[src/rtl/idft4_pkg.sv]
// Shared definitions for the sequential 4-point inverse DFT.
// State encoding, default data width, stage-width helpers and scaling constants.
// Optional build macro used by the consumer: IDFT4_ROUND_EN (round-half-up scaling).
package idft4_pkg;

    typedef enum logic [1:0] {
        S_LOAD = 2'd0,
        S_ST1  = 2'd1,
        S_ST2  = 2'd2,
        S_OUT  = 2'd3
    } state_t;

    localparam int IDFT_DW   = 8;   // Q4.4 sample width
    localparam int IDFT_FRAC = 4;   // fractional bits, informational only

    // 1/4 output scaling and the half-LSB offset used when rounding
    localparam int SCALE_SH = 2;
    localparam int RND_OFS  = 2;

    // Stage widths: each butterfly stage adds one bit of growth
    function automatic int stage1_w(input int dw);
        return dw + 1;
    endfunction

    function automatic int stage2_w(input int dw);
        return dw + 2;
    endfunction

endpackage

[src/rtl/idft_point_4_seq_cbfly2_signed.sv]
// Complex signed radix-2 butterfly: sum = a + b, dif = a - b, one bit of growth.
// Ports: a_re/a_im, b_re/b_im (W bits, signed) in; sum_re/sum_im, dif_re/dif_im (W+1 bits) out.
// Purely combinational, no latency, no flow control.
module cbfly2_signed #(
    parameter int W = 8
) (
    input  logic [W-1:0] a_re,
    input  logic [W-1:0] a_im,
    input  logic [W-1:0] b_re,
    input  logic [W-1:0] b_im,
    output logic [W:0]   sum_re,
    output logic [W:0]   sum_im,
    output logic [W:0]   dif_re,
    output logic [W:0]   dif_im
);

    // Sign-extend both operands by one bit so the result never wraps
    assign sum_re = {a_re[W-1], a_re} + {b_re[W-1], b_re};
    assign sum_im = {a_im[W-1], a_im} + {b_im[W-1], b_im};
    assign dif_re = {a_re[W-1], a_re} - {b_re[W-1], b_re};
    assign dif_im = {a_im[W-1], a_im} - {b_im[W-1], b_im};

endmodule

[src/rtl/idft_point_4_seq.sv]
// Sequential 4-point inverse DFT: 4 bins in (valid/ready), 4 time samples out in natural order.
// Latency: 4th bin accepted at edge N -> out_valid after edge N+2; no input/output overlap.
// Backpressure: in_ready only in S_LOAD; output sample held stable while out_ready is low.
// Ports: clk, rst_n (async active-low); in_valid/in_ready/in_re/in_im bin stream;
//        out_valid/out_ready/out_re/out_im/out_last sample stream; busy = not loading.
// Build macro: IDFT4_ROUND_EN selects round-half-up 1/4 scaling instead of truncation.
module idft_point_4_seq
    import idft4_pkg::*;
#(
    parameter int DW   = IDFT_DW,
    parameter int FRAC = IDFT_FRAC
) (
    input  logic          clk,
    input  logic          rst_n,
    input  logic          in_valid,
    output logic          in_ready,
    input  logic [DW-1:0] in_re,
    input  logic [DW-1:0] in_im,
    output logic          out_valid,
    input  logic          out_ready,
    output logic [DW-1:0] out_re,
    output logic [DW-1:0] out_im,
    output logic          out_last,
    output logic          busy
);

    localparam int W1 = stage1_w(DW);
    localparam int W2 = stage2_w(DW);

`ifdef IDFT4_ROUND_EN
    localparam bit ROUND_EN = 1'b1;
`else
    localparam bit ROUND_EN = 1'b0;
`endif

    if (FRAC < 0 || FRAC >= DW) begin : g_frac_range_bad
        $error("FRAC must lie in [0, DW-1]");
    end

    state_t state_q, state_d;

    logic [1:0]    in_cnt_q;
    logic [1:0]    out_cnt_q;
    logic [DW-1:0] x_re_q [4];
    logic [DW-1:0] x_im_q [4];
    logic [W1-1:0] a_re_q [4];
    logic [W1-1:0] a_im_q [4];
    logic [DW-1:0] y_re_q [4];
    logic [DW-1:0] y_im_q [4];

    logic [W1-1:0] s1_re [4];
    logic [W1-1:0] s1_im [4];
    logic [W2-1:0] s2_re [4];
    logic [W2-1:0] s2_im [4];
    logic [DW-1:0] ys_re [4];
    logic [DW-1:0] ys_im [4];
    logic [W1-1:0] rot_re, rot_im;

    logic in_fire, out_fire;

    assign in_ready = (state_q == S_LOAD);
    assign busy     = (state_q != S_LOAD);
    assign in_fire  = in_valid && in_ready;
    assign out_fire = (state_q == S_OUT) && out_ready;

    // Stage 1: a0 = X0+X2, a1 = X0-X2, a2 = X1+X3, a3 = X1-X3
    cbfly2_signed #(.W(DW)) u_s1_even (
        .a_re(x_re_q[0]), .a_im(x_im_q[0]), .b_re(x_re_q[2]), .b_im(x_im_q[2]),
        .sum_re(s1_re[0]), .sum_im(s1_im[0]), .dif_re(s1_re[1]), .dif_im(s1_im[1])
    );
    cbfly2_signed #(.W(DW)) u_s1_odd (
        .a_re(x_re_q[1]), .a_im(x_im_q[1]), .b_re(x_re_q[3]), .b_im(x_im_q[3]),
        .sum_re(s1_re[2]), .sum_im(s1_im[2]), .dif_re(s1_re[3]), .dif_im(s1_im[3])
    );

    // Inverse twiddle +j: j*(re + j*im) = -im + j*re. a3.im never reaches the
    // most negative W1 value, so the negation cannot wrap.
    assign rot_re = -a_im_q[3];
    assign rot_im = a_re_q[3];

    // Stage 2: y0 = a0+a2, y2 = a0-a2, y1 = a1+j*a3, y3 = a1-j*a3
    cbfly2_signed #(.W(W1)) u_s2_even (
        .a_re(a_re_q[0]), .a_im(a_im_q[0]), .b_re(a_re_q[2]), .b_im(a_im_q[2]),
        .sum_re(s2_re[0]), .sum_im(s2_im[0]), .dif_re(s2_re[2]), .dif_im(s2_im[2])
    );
    cbfly2_signed #(.W(W1)) u_s2_odd (
        .a_re(a_re_q[1]), .a_im(a_im_q[1]), .b_re(rot_re), .b_im(rot_im),
        .sum_re(s2_re[1]), .sum_im(s2_im[1]), .dif_re(s2_re[3]), .dif_im(s2_im[3])
    );

    // Divide by 4 with an arithmetic shift; the optional half-LSB offset turns
    // floor into round-half-up.
    function automatic logic [DW-1:0] scale(input logic [W2-1:0] y);
        logic signed [W2-1:0] t;
        t = ROUND_EN ? $signed(y) + W2'(RND_OFS) : $signed(y);
        return DW'(t >>> SCALE_SH);
    endfunction

    always_comb begin
        for (int i = 0; i < 4; i++) begin
            ys_re[i] = scale(s2_re[i]);
            ys_im[i] = scale(s2_im[i]);
        end
    end

    always_ff @(posedge clk or negedge rst_n) begin
        if (!rst_n) state_q <= S_LOAD;
        else        state_q <= state_d;
    end

    always_comb begin
        state_d = state_q;
        case (state_q)
            S_LOAD:  if (in_fire && in_cnt_q == 2'd3) state_d = S_ST1;
            S_ST1:   state_d = S_ST2;
            S_ST2:   state_d = S_OUT;
            S_OUT:   if (out_fire && out_cnt_q == 2'd3) state_d = S_LOAD;
            default: state_d = S_LOAD;
        endcase
    end

    always_ff @(posedge clk or negedge rst_n) begin
        if (!rst_n) begin
            in_cnt_q  <= '0;
            out_cnt_q <= '0;
            out_valid <= 1'b0;
            out_last  <= 1'b0;
            out_re    <= '0;
            out_im    <= '0;
            for (int i = 0; i < 4; i++) begin
                x_re_q[i] <= '0;
                x_im_q[i] <= '0;
                a_re_q[i] <= '0;
                a_im_q[i] <= '0;
                y_re_q[i] <= '0;
                y_im_q[i] <= '0;
            end
        end else begin
            case (state_q)
                S_LOAD: begin
                    if (in_fire) begin
                        x_re_q[in_cnt_q] <= in_re;
                        x_im_q[in_cnt_q] <= in_im;
                        in_cnt_q         <= in_cnt_q + 2'd1;  // wraps 3 -> 0
                    end
                end
                S_ST1: begin
                    for (int i = 0; i < 4; i++) begin
                        a_re_q[i] <= s1_re[i];
                        a_im_q[i] <= s1_im[i];
                    end
                end
                S_ST2: begin
                    for (int i = 0; i < 4; i++) begin
                        y_re_q[i] <= ys_re[i];
                        y_im_q[i] <= ys_im[i];
                    end
                    // x0 goes straight to the output register so it is valid next cycle
                    out_re    <= ys_re[0];
                    out_im    <= ys_im[0];
                    out_valid <= 1'b1;
                    out_last  <= 1'b0;
                end
                S_OUT: begin
                    if (out_fire) begin
                        if (out_cnt_q == 2'd3) begin
                            out_valid <= 1'b0;
                            out_last  <= 1'b0;
                            out_cnt_q <= '0;
                        end else begin
                            out_re    <= y_re_q[out_cnt_q + 2'd1];
                            out_im    <= y_im_q[out_cnt_q + 2'd1];
                            out_last  <= (out_cnt_q == 2'd2);
                            out_cnt_q <= out_cnt_q + 2'd1;
                        end
                    end
                end
                default: ;
            endcase
        end
    end

endmodule
[config.mk]
export PLATFORM = sky130hd
export DESIGN_NAME = idft_point_4_seq
export DESIGN_NICKNAME = d
export VERILOG_FILES = /design/src/rtl/idft4_pkg.sv /design/src/rtl/idft_point_4_seq_cbfly2_signed.sv /design/src/rtl/idft_point_4_seq.sv
export SDC_FILE = /design/constraint.sdc
export NUM_CORES = 1
export LEC_CHECK = 0
export ABC_AREA = 1
export CAP_MARGIN = 40
export CORE_ASPECT_RATIO = 1.5
export CORE_UTILIZATION = 35
export CTS_BUF_LIST = sky130_fd_sc_hd__clkbuf_4 sky130_fd_sc_hd__clkbuf_8
export DETAILED_ROUTE_END_ITERATION = 7
export HOLD_SLACK_MARGIN = 0.06
export PLACE_DENSITY = 0.53
export SLEW_MARGIN = 20
export SYNTH_ARGS = -nofsm -noshare
export SYNTH_HDL_FRONTEND = slang
export SYNTH_HIERARCHICAL = 1
export SYNTH_SLANG_ARGS = --single-unit
[constraint.sdc]
create_clock -name clk -period 4.68 [get_ports clk]
set_clock_uncertainty 0.1 [all_clocks]
set_input_delay 0.468 -clock clk [delete_from_list [all_inputs] [get_ports clk]]
set_output_delay 0.468 -clock clk [all_outputs]
set_load 0.1 [all_outputs]
==> run metrics <==
outcome complete, no violations; pre-CTS setup slack 1.67 ns; crit-path max FO 36; metal3 WL 881 microns; Sink Count 224; Final Hold Violating Endpoints 0; cell count after synthesis 2,218; first-pass GRT wire length 65,700 microns; Net Count, Synth 2,402; worst slew pin tran 0.645 ns; slowest stage delay, CP 0.65 ns; Post-Synthesis Cell Area 16,300 sq um; CTS Buf Count 37; fin worst setup slack 1.78 ns; Root Buffer clkbuf_8; RSZ-0062 raised after global routing no; initial antenna violation count 1; core area 45,900 sq um; # nets final 2,435; H-tree levels 2; CTS resizes 0; top routing layer used met4; Hold Buf Count CTS 1; total track usage 17.3%; die footprint 47,500 sq um; io pins 40; crit-path most repeated cell nand2_1; die width 178 microns; placed insts 2,797; metal2 WL 20,300 microns; Slew Limit Fails 0; postcts setup bufs 0; Initial DRC Count 555; die height 266 microns; vias in the first global route 12,800; fill count 4,745; Buffers on Ports 39; Setup-failing EPs final 0; worst min path class primary input to async pin; drt drc 0; fin crit share 61.9%; via count 13,200; max cap viols 0; Max clock buf depth 3; Avg Inst Size Synth 7.35 sq um; Final Critical Period 2.90 ns; HPWL Detailed 31,700 microns; starting density of the core 35.5%; CTS tree built; Arr. time, crit path 3.27 ns; Via density 4.60; Avg WL per Cell 13.8 microns; final WL 39,600 microns; grt ovf 0; YS warnings 6; drt pass-1 iters 5; worst-skew pair later-pin latency 0.57 ns; pin count of the biggest net entering global routing 79; Slew HR 57.0%; fin util 40.0%; CP Cell Sequence buf_4, inv_1, buf_8, ha_1, inv_1, nand3_1, nand2_1, nand2_1, nand2_1, nand2_1; WL met1 17,200 microns; share of cells above drive strength 1 10.3%; TNS Setup 0 ns; clock-pin slew on the worst setup and hold paths 0.07 ns; Peak Freq 345 MHz; area grow syn2layout 12.5%; worst endpoint required time 5.05 ns; antenna viol nets, final 0; critical path's slowest cell ha_1; # rows 96; fin cells 2,867; CP Capture Type register; Final GP Congestion 0.915; critical path class register to register; Critical Path Source Type register
## flip-flops by register name, summed over array words and instances (netlist names)
register,flops
y_im_q,32
rot_im,9
in_cnt_q,2
x_im_q,32
out_im,8
out_last,1
a_re_q,27
out_re,8
out_cnt_q,2
state_q,2
x_re_q,32
a_im_q,36
y_re_q,32
out_valid,1
## routing by layer
layer | up-vias | GRT usage, %
li1 | 6951 | -
met1 | 5973 | 21.0
met2 | 198 | 31.4
met3 | 61 | 1.58
met4 | 0 | 6.16
met5 | - | 0
## critical path, delay by kind of cell, from the launching register on
kind,cells,cell delay (ns)
buffers and inverters,4,1.31
DFF,1,0.32
adders and majority gates,1,0.65
and+or+nand+nor,5,0.44
## layout make-up
cell class                 instances  area (sq um)  share of cell area, %
multi-input combinational       1629          9160                   50.0
sequential                       224          5610                   30.6
inverter                         284          1070                   5.81
timing repair buffer              75           926                   5.05
clock buffer                      58           742                   4.05
tap                              588           736                   4.01
clock inverter                     8           100                  0.546
antenna                            1          2.50                 0.0136
## placed cells by master (no fill, tap or decap), types with 25 or more instances in the layout
cell type	instances
buf_8	25
xor2_1	47
nand3_1	127
inv_1	253
clkdlybuf4s50_1	38
clkbuf_8	49
dfrtp_1	224
mux2_2	63
nand2_1	861
o21ai_0	94
a21oi_1	70
inv_2	31
ha_1	146
nor2_1	109
## stage by stage
| stage | cell area [sq um] | hold WS [ns] |
|---|---|---|
| finish | 18300 | 0.357 |
| detailed placement | 17400 | 0.359 |
| global placement | 17000 | 0.356 |
| floorplan | 16300 | 0.0724 |
| global route | 18300 | 0.392 |
| CTS | 18300 | 0.346 |
## path summary, 6_finish.rpt
path	depth (start not counted)	slack [ns]	startpoint	endpoint
setup / recovery	10	1.78	out_cnt_q[0]$_DFFE_PN0P_	out_im[7]$_DFFE_PN0P_
hold / removal	2	0.36	rst_n	x_re_q[31]$_DFFE_PN0P_
setup reg to reg	10	1.78	out_cnt_q[0]$_DFFE_PN0P_	out_im[7]$_DFFE_PN0P_
hold reg to reg	2	0.37	y_im_q[26]$_DFFE_PN0P_	y_im_q[26]$_DFFE_PN0P_
max in group asynchronous	3	3.14	rst_n	a_im_q[21]$_DFFE_PN0N_
min in group clk	2	0.37	y_im_q[26]$_DFFE_PN0P_	y_im_q[26]$_DFFE_PN0P_
Power is left out: the tool's default activity adds up to more than one toggle a clock period on the data nets, which glitch-free logic cannot reach.
